$ cat src/rtl/bank_read_sequencer_if.sv
// Request, bank and output-stream signals of the burst read sequencer.
// master = sequencer side, slave = the bank/requester/consumer side.
interface bank_read_sequencer_if;
  logic       req_valid;
  logic       req_ready;
  logic [3:0] req_addr;
  logic [3:0] req_count;
  logic       mem_ce;
  logic [3:0] mem_addr;
  logic [3:0] mem_data;
  logic       out_valid;
  logic       out_ready;
  logic [3:0] out_data;
  logic [3:0] out_addr;
  logic       out_last;
  logic [7:0] sum;
  logic       done;

  modport master (
    input  req_valid, req_addr, req_count, mem_data, out_ready,
    output req_ready, mem_ce, mem_addr, out_valid, out_data, out_addr,
           out_last, sum, done
  );

  modport slave (
    output req_valid, req_addr, req_count, mem_data, out_ready,
    input  req_ready, mem_ce, mem_addr, out_valid, out_data, out_addr,
           out_last, sum, done
  );
endinterface

$ cat src/rtl/bank_read_sequencer.sv
// Burst reader for a 16 x 4-bit bank: prefetches one word ahead so the output
// stream sustains one word per cycle, with last flag, running sum and done pulse.
module bank_read_sequencer (
  input logic                   clk,
  input logic                   rst,
  bank_read_sequencer_if.master bus
);

  typedef enum logic [1:0] {
    IDLE   = 2'd0,
    FETCH  = 2'd1,
    STREAM = 2'd2,
    DONE   = 2'd3
  } state_t;

  state_t     state;
  state_t     state_next;
  logic [3:0] cur_addr;
  logic [3:0] remaining;
  logic [3:0] data_q;
  logic [3:0] addr_q;
  logic [7:0] sum_q;
  logic       beat;
  logic       last_beat;

  assign last_beat = (remaining == 4'd0);
  assign beat      = (state == STREAM) && bus.out_ready;

  // NOTE: sequential state uses non-blocking assignments so every register
  // samples the pre-edge values, independent of process ordering.
  always_ff @(posedge clk) begin
    if (rst) state <= IDLE;
    else     state <= state_next;
  end

  // NOTE: the next-state default is assigned first so no path leaves it
  // unassigned, which would otherwise infer a latch.
  always_comb begin
    state_next = state;
    case (state)
      IDLE:    if (bus.req_valid) state_next = FETCH;
      FETCH:   state_next = STREAM;
      STREAM:  if (beat && last_beat) state_next = DONE;
      DONE:    state_next = IDLE;
      default: state_next = IDLE;
    endcase
  end

  // Bank address is forced to 0 whenever the chip-enable is low.
  always_comb begin
    bus.req_ready = 1'b0;
    bus.mem_ce    = 1'b0;
    bus.mem_addr  = 4'd0;
    bus.out_valid = 1'b0;
    bus.out_last  = 1'b0;
    bus.done      = 1'b0;
    case (state)
      IDLE: bus.req_ready = !rst;
      FETCH: begin
        bus.mem_ce   = 1'b1;
        bus.mem_addr = cur_addr;
      end
      STREAM: begin
        bus.out_valid = 1'b1;
        bus.out_last  = last_beat;
        if (!last_beat) begin
          bus.mem_ce   = 1'b1;
          bus.mem_addr = cur_addr;
        end
      end
      DONE:    bus.done = 1'b1;
      default: ;
    endcase
  end

  // NOTE: the data registers drive outputs directly, so they are reset too;
  // leaving them unreset would expose X on out_data/out_addr after reset.
  always_ff @(posedge clk) begin
    if (rst) begin
      cur_addr  <= 4'd0;
      remaining <= 4'd0;
      data_q    <= 4'd0;
      addr_q    <= 4'd0;
      sum_q     <= 8'd0;
    end else begin
      case (state)
        IDLE: if (bus.req_valid) begin
          cur_addr  <= bus.req_addr;
          remaining <= bus.req_count;
          sum_q     <= 8'd0;
        end
        FETCH: begin
          data_q   <= bus.mem_data;
          addr_q   <= cur_addr;
          cur_addr <= cur_addr + 4'd1;
        end
        STREAM: if (beat) begin
          sum_q <= sum_q + {4'd0, data_q};
          // Load the prefetched word; cur_addr wraps 15 -> 0 naturally.
          if (!last_beat) begin
            data_q    <= bus.mem_data;
            addr_q    <= cur_addr;
            cur_addr  <= cur_addr + 4'd1;
            remaining <= remaining - 4'd1;
          end
        end
        default: ;
      endcase
    end
  end

  assign bus.out_data = data_q;
  assign bus.out_addr = addr_q;
  assign bus.sum      = sum_q;

endmodule

$ cat src/flat_wrapper.sv
// flat-port wrapper written by rule: the top's interface ports become plain ports
module bank_read_sequencer_flat 
  (clk, rst, bus_req_valid, bus_req_addr, bus_req_count, bus_mem_data, bus_out_ready, bus_req_ready, bus_mem_ce, bus_mem_addr, bus_out_valid, bus_out_data, bus_out_addr, bus_out_last, bus_sum, bus_done);
  bank_read_sequencer_if bus_i ();
  input logic clk;
  input logic rst;
  input wire logic [$bits(bus_i.req_valid)-1:0] bus_req_valid;
  input wire logic [$bits(bus_i.req_addr)-1:0] bus_req_addr;
  input wire logic [$bits(bus_i.req_count)-1:0] bus_req_count;
  input wire logic [$bits(bus_i.mem_data)-1:0] bus_mem_data;
  input wire logic [$bits(bus_i.out_ready)-1:0] bus_out_ready;
  output wire logic [$bits(bus_i.req_ready)-1:0] bus_req_ready;
  output wire logic [$bits(bus_i.mem_ce)-1:0] bus_mem_ce;
  output wire logic [$bits(bus_i.mem_addr)-1:0] bus_mem_addr;
  output wire logic [$bits(bus_i.out_valid)-1:0] bus_out_valid;
  output wire logic [$bits(bus_i.out_data)-1:0] bus_out_data;
  output wire logic [$bits(bus_i.out_addr)-1:0] bus_out_addr;
  output wire logic [$bits(bus_i.out_last)-1:0] bus_out_last;
  output wire logic [$bits(bus_i.sum)-1:0] bus_sum;
  output wire logic [$bits(bus_i.done)-1:0] bus_done;
  assign bus_i.req_valid = bus_req_valid;
  assign bus_i.req_addr = bus_req_addr;
  assign bus_i.req_count = bus_req_count;
  assign bus_i.mem_data = bus_mem_data;
  assign bus_i.out_ready = bus_out_ready;
  assign bus_req_ready = bus_i.req_ready;
  assign bus_mem_ce = bus_i.mem_ce;
  assign bus_mem_addr = bus_i.mem_addr;
  assign bus_out_valid = bus_i.out_valid;
  assign bus_out_data = bus_i.out_data;
  assign bus_out_addr = bus_i.out_addr;
  assign bus_out_last = bus_i.out_last;
  assign bus_sum = bus_i.sum;
  assign bus_done = bus_i.done;
  bank_read_sequencer u_core (.clk(clk), .rst(rst), .bus(bus_i));
endmodule
$ cat config.mk
export PLATFORM = sky130hd
export DESIGN_NAME = bank_read_sequencer_flat
export DESIGN_NICKNAME = d
export VERILOG_FILES = /design/src/rtl/bank_read_sequencer_if.sv /design/src/rtl/bank_read_sequencer.sv /design/src/flat_wrapper.sv
export SDC_FILE = /design/constraint.sdc
export NUM_CORES = 1
export LEC_CHECK = 0
export ABC_AREA = 1
export BUFFER_PORTS_ARGS = -buffer_cell sky130_fd_sc_hd__buf_2
export CORE_MARGIN = 2
export CORE_UTILIZATION = 47
export DETAILED_ROUTE_END_ITERATION = 12
export GPL_TIMING_DRIVEN = 0
export PLACE_DENSITY = 0.84
export SYNTH_ARGS = -nofsm -noshare
export SYNTH_HDL_FRONTEND = slang
export SYNTH_SLANG_ARGS = --single-unit
$ cat constraint.sdc
create_clock -name clk -period 1.5 [get_ports clk]
set_clock_uncertainty 0.2 [all_clocks]
set_input_delay 0.075 -clock clk [delete_from_list [all_inputs] [get_ports clk]]
set_output_delay 0.075 -clock clk [all_outputs]
set_load 0.05 [all_outputs]
==> flow_metrics.tcl <==
set metrics [dict create \
    n_antenna_cell 0 \
    synth_area_mm2 0.00160 \
    die-area_mm2 0.00390 \
    status "complete, but fails checks" \
    grt_max_degree 15 \
    path_buf_inv 4 \
    tightest_slew_ns 0.659 \
    maxCapViolCount 0 \
    synth.distinct_cells 28 \
    rows 21 \
    drt_iter0_drc 150 \
    power.total_w 0.00577 \
    power_frac_seq 0.203 \
    drive_above_1_share 0.554 \
    slowest_stage "dfxtp_2" \
    required_ns 1.22 \
    power_density_mw_per_mm2 2040 \
    synth_nets 259 \
    globalplace.congestion 0.896 \
    cts_tree "done" \
    cts.reportedPaths.clkPinSlew_ns 0.15 \
    hold_viol 0 \
    fin_tns_setup_ns -8.70 \
    clock-root-buffer "clkbuf_4" \
    port_buffers 39 \
    seq_area_frac_synth 0.324 \
    yosysWarningCount 0 \
    crit_family "simple AND/OR/NAND/NOR gates" \
    critPathCaptureType "primary output" \
    start_kind "register" \
    max_freq_mhz 508 \
    clock_latency_ns 0.33 \
    viasPerCell 5.35 \
    syn_area_per_cell_um2 6.97 \
    leakagePower_nw 1.27 \
    power_switching_w 0.00306 \
    cpPeakStageDelay_ns 0.36 \
    ys_ff_latch 26 \
    violations "setup timing" \
    initial_core_util 0.485 \
    swShare 0.531 \
    die_x_um 62.4 \
    finish.utilization 0.852 \
    drcViolationCount 0 \
    cts-buffers-inserted 3 \
    antenna_found_initial 0 \
    design_area_mm2 0.00282 \
    dp_hpwl_um 2650 \
    final_antenna_net_count 0 \
    clockBufferDepth 2 \
    grt_util_all_layers 0.273 \
    grt_setup_unrepaired "yes" \
    syn_to_final_growth_pct 75.9 \
    cts-htree-levels 1 \
    cp_common_cell "nand2_2" \
    wl_per_cell_um 16.4 \
    p_int_w 0.00271 \
    fin_ws_ns -0.470 \
    pwr-share-clk 0.055 \
    grt_overflow 0 \
    dr.pass1.iters 6 \
    grt_pass1_vias 1892 \
    grt_pass1_wl_um 8600 \
    setup_viol 34 \
    wirelength_um 5950 \
    cts.sinks 26 \
    crit_fanout 5 \
    ioPinCount 41 \
    relSlewSlack 0.561 \
    min_period_over_period 1.31 \
    drv_slew 0 \
    syn-instance-count 230 \
    vias 1936 \
    layout_min_cycle_time_ns 1.97 \
    core_area_mm2 0.00331 \
    cp_cell_sequence "inv_2, ha_4, inv_2, nor2_4, nand2_2, nand2_2, nand2_2, nand2_4, clkinvlp_4, buf_8" \
    hold_path.class "in2out" \
    fin_nets 346 \
    combPwrFrac 0.741 \
    path_class "reg2out" \
    cp.arrival_ns 1.70 \
    die_h_um 62.4 \
    postPlaceCellArea_mm2 0.00201 \
    ir_drop_uv 1580 \
]
area by class of cell:
| class | instances | area (um2) |
|---|---|---|
| fill | 176 | 489 |
| buffer | 3 | 30.0 |
| sequential | 26 | 559 |
| timing repair buffer | 81 | 683 |
| clock buffer | 3 | 22.5 |
| tap | 46 | 57.6 |
| inverter | 34 | 166 |
| clock inverter | 1 | 3.75 |
| multi-input combinational | 168 | 1300 |
cells in the mapped netlist:
cell	count	area share
nand4_1	1	0.0039
nand2_1	48	0.11
nor3_1	1	0.0031
nand3_4	2	0.022
nand3_1	15	0.047
nand3_2	1	0.0062
nor2_8	1	0.012
o31ai_1	1	0.0047
a21oi_2	3	0.016
nand2_2	2	0.0078
inv_4	1	0.0039
xor2_1	2	0.011
buf_6	2	0.014
fa_1	1	0.012
inv_2	4	0.0094
inv_1	28	0.066
ha_1	12	0.094
a21oi_1	9	0.028
nand3b_1	1	0.0047
nor2_1	40	0.094
o21ai_0	21	0.066
nand2_4	1	0.0070
dfxtp_1	26	0.32
buf_1	1	0.0023
nor2_2	1	0.0039
or2_2	2	0.0078
clkinv_2	1	0.0031
nor2_4	2	0.014
cell usage in the layout, fill, tap and decap left out, types with 2 or more instances in the layout:
cell type / Yosys / final
buf_6: 2 / 13
dfxtp_2: 0 / 4
a21oi_1: 9 / 5
nor2_4: 2 / 11
nand2_4: 1 / 7
dlygate4sd3_1: 0 / 15
buf_8: 0 / 5
buf_12: 0 / 3
nor2_2: 1 / 8
nand3_1: 15 / 7
o21ai_2: 0 / 4
inv_4: 1 / 6
or2_2: 2 / 2
dfxtp_4: 0 / 9
nand2_1: 48 / 34
ha_1: 12 / 5
o21ai_1: 0 / 11
buf_2: 0 / 30
o21ai_0: 21 / 5
inv_8: 0 / 2
clkbuf_4: 0 / 3
a21oi_2: 3 / 6
buf_4: 0 / 17
ha_4: 0 / 6
nand2_2: 2 / 10
dfxtp_1: 26 / 13
nor2_1: 40 / 24
nand3_2: 1 / 8
inv_2: 4 / 7
nand3_4: 2 / 3
inv_1: 28 / 17
flip-flops by register name (all words and copies together) (netlist names):
signal	flops
u_core.bus.sum	8
u_core.bus.out_addr	4
u_core.bus.out_data	4
u_core.cur_addr	4
u_core.remaining	4
u_core.state	2
final timing paths:
check,start,to,slack (ns),cells past startpoint
worst max-delay path,u_core.remaining[0],bus_mem_ce,-0.47,10
worst min-delay path,rst,bus_req_ready,0.22,3
worst min register to register,u_core.bus.sum[1],u_core.bus.sum[1],0.31,2
worst max register to register,u_core.state[0],u_core.cur_addr[0],-0.38,11
power groups by stage:
stage | registers, W | clock network [W] | logic (W)
6_report | 0.00117 | 0.000319 | 0.00428
5_1_grt | 0.00120 | 0.000345 | 0.00454
4_1_cts | 0.00113 | 0.000318 | 0.00343
3_5_place_dp | 0.00114 | 0 | 0.00248
3_3_place_gp | 0.00113 | 0 | 0.00244
2_1_floorplan | 0.00137 | 0 | 0.00179
timing repair:
action,4_1_cts,5_1_grt
hold buffers,15,0
buffers inserted,20,9
pin swaps,29,38
gates cloned,1,0
hold endpoints to repair,17,0
gates resized for setup,84,44
endpoints found under the setup margin,34,35
stage by stage:
step / setup slack [ns] / std cells / hold slack (ns)
after floorplan: -0.221 / 230 / 0.0392
after global placement: -0.228 / 315 / 0.0813
after detailed placement: -0.245 / 315 / 0.0854
after CTS: -0.446 / 355 / 0.0891
after global routing: -0.557 / 362 / 0.225
final: -0.470 / 362 / 0.223
worst min-delay path: stages:
cell and delay (ns):
buf_6 0.09, nor2_4 0.04, buf_6 0.14
per-layer routing:
| layer | track usage | routed length, um | vias to the layer above |
|---|---|---|---|
| li1 | - | - | 900 |
| met1 | 0.317 | 2300 | 912 |
| met2 | 0.504 | 3100 | 98 |
| met3 | 0.0342 | 330 | 26 |
| met4 | 0.111 | 214 | 0 |
| met5 | 0 | 0 | - |
kinds of logic (layout without fill, tap and decap cells):
logic type	Yosys count	after routing	share of synthesized area
and+or+nand+nor	118	119	0.346
buffers and inverters	37	122	0.0983
AOI/OAI and AO/OA	34	34	0.115
DFF	26	26	0.324
adders and majority gates	13	13	0.106
xor gates and xnor gates	2	2	0.0109
Note: power is estimated with default switching activity, not from simulation.
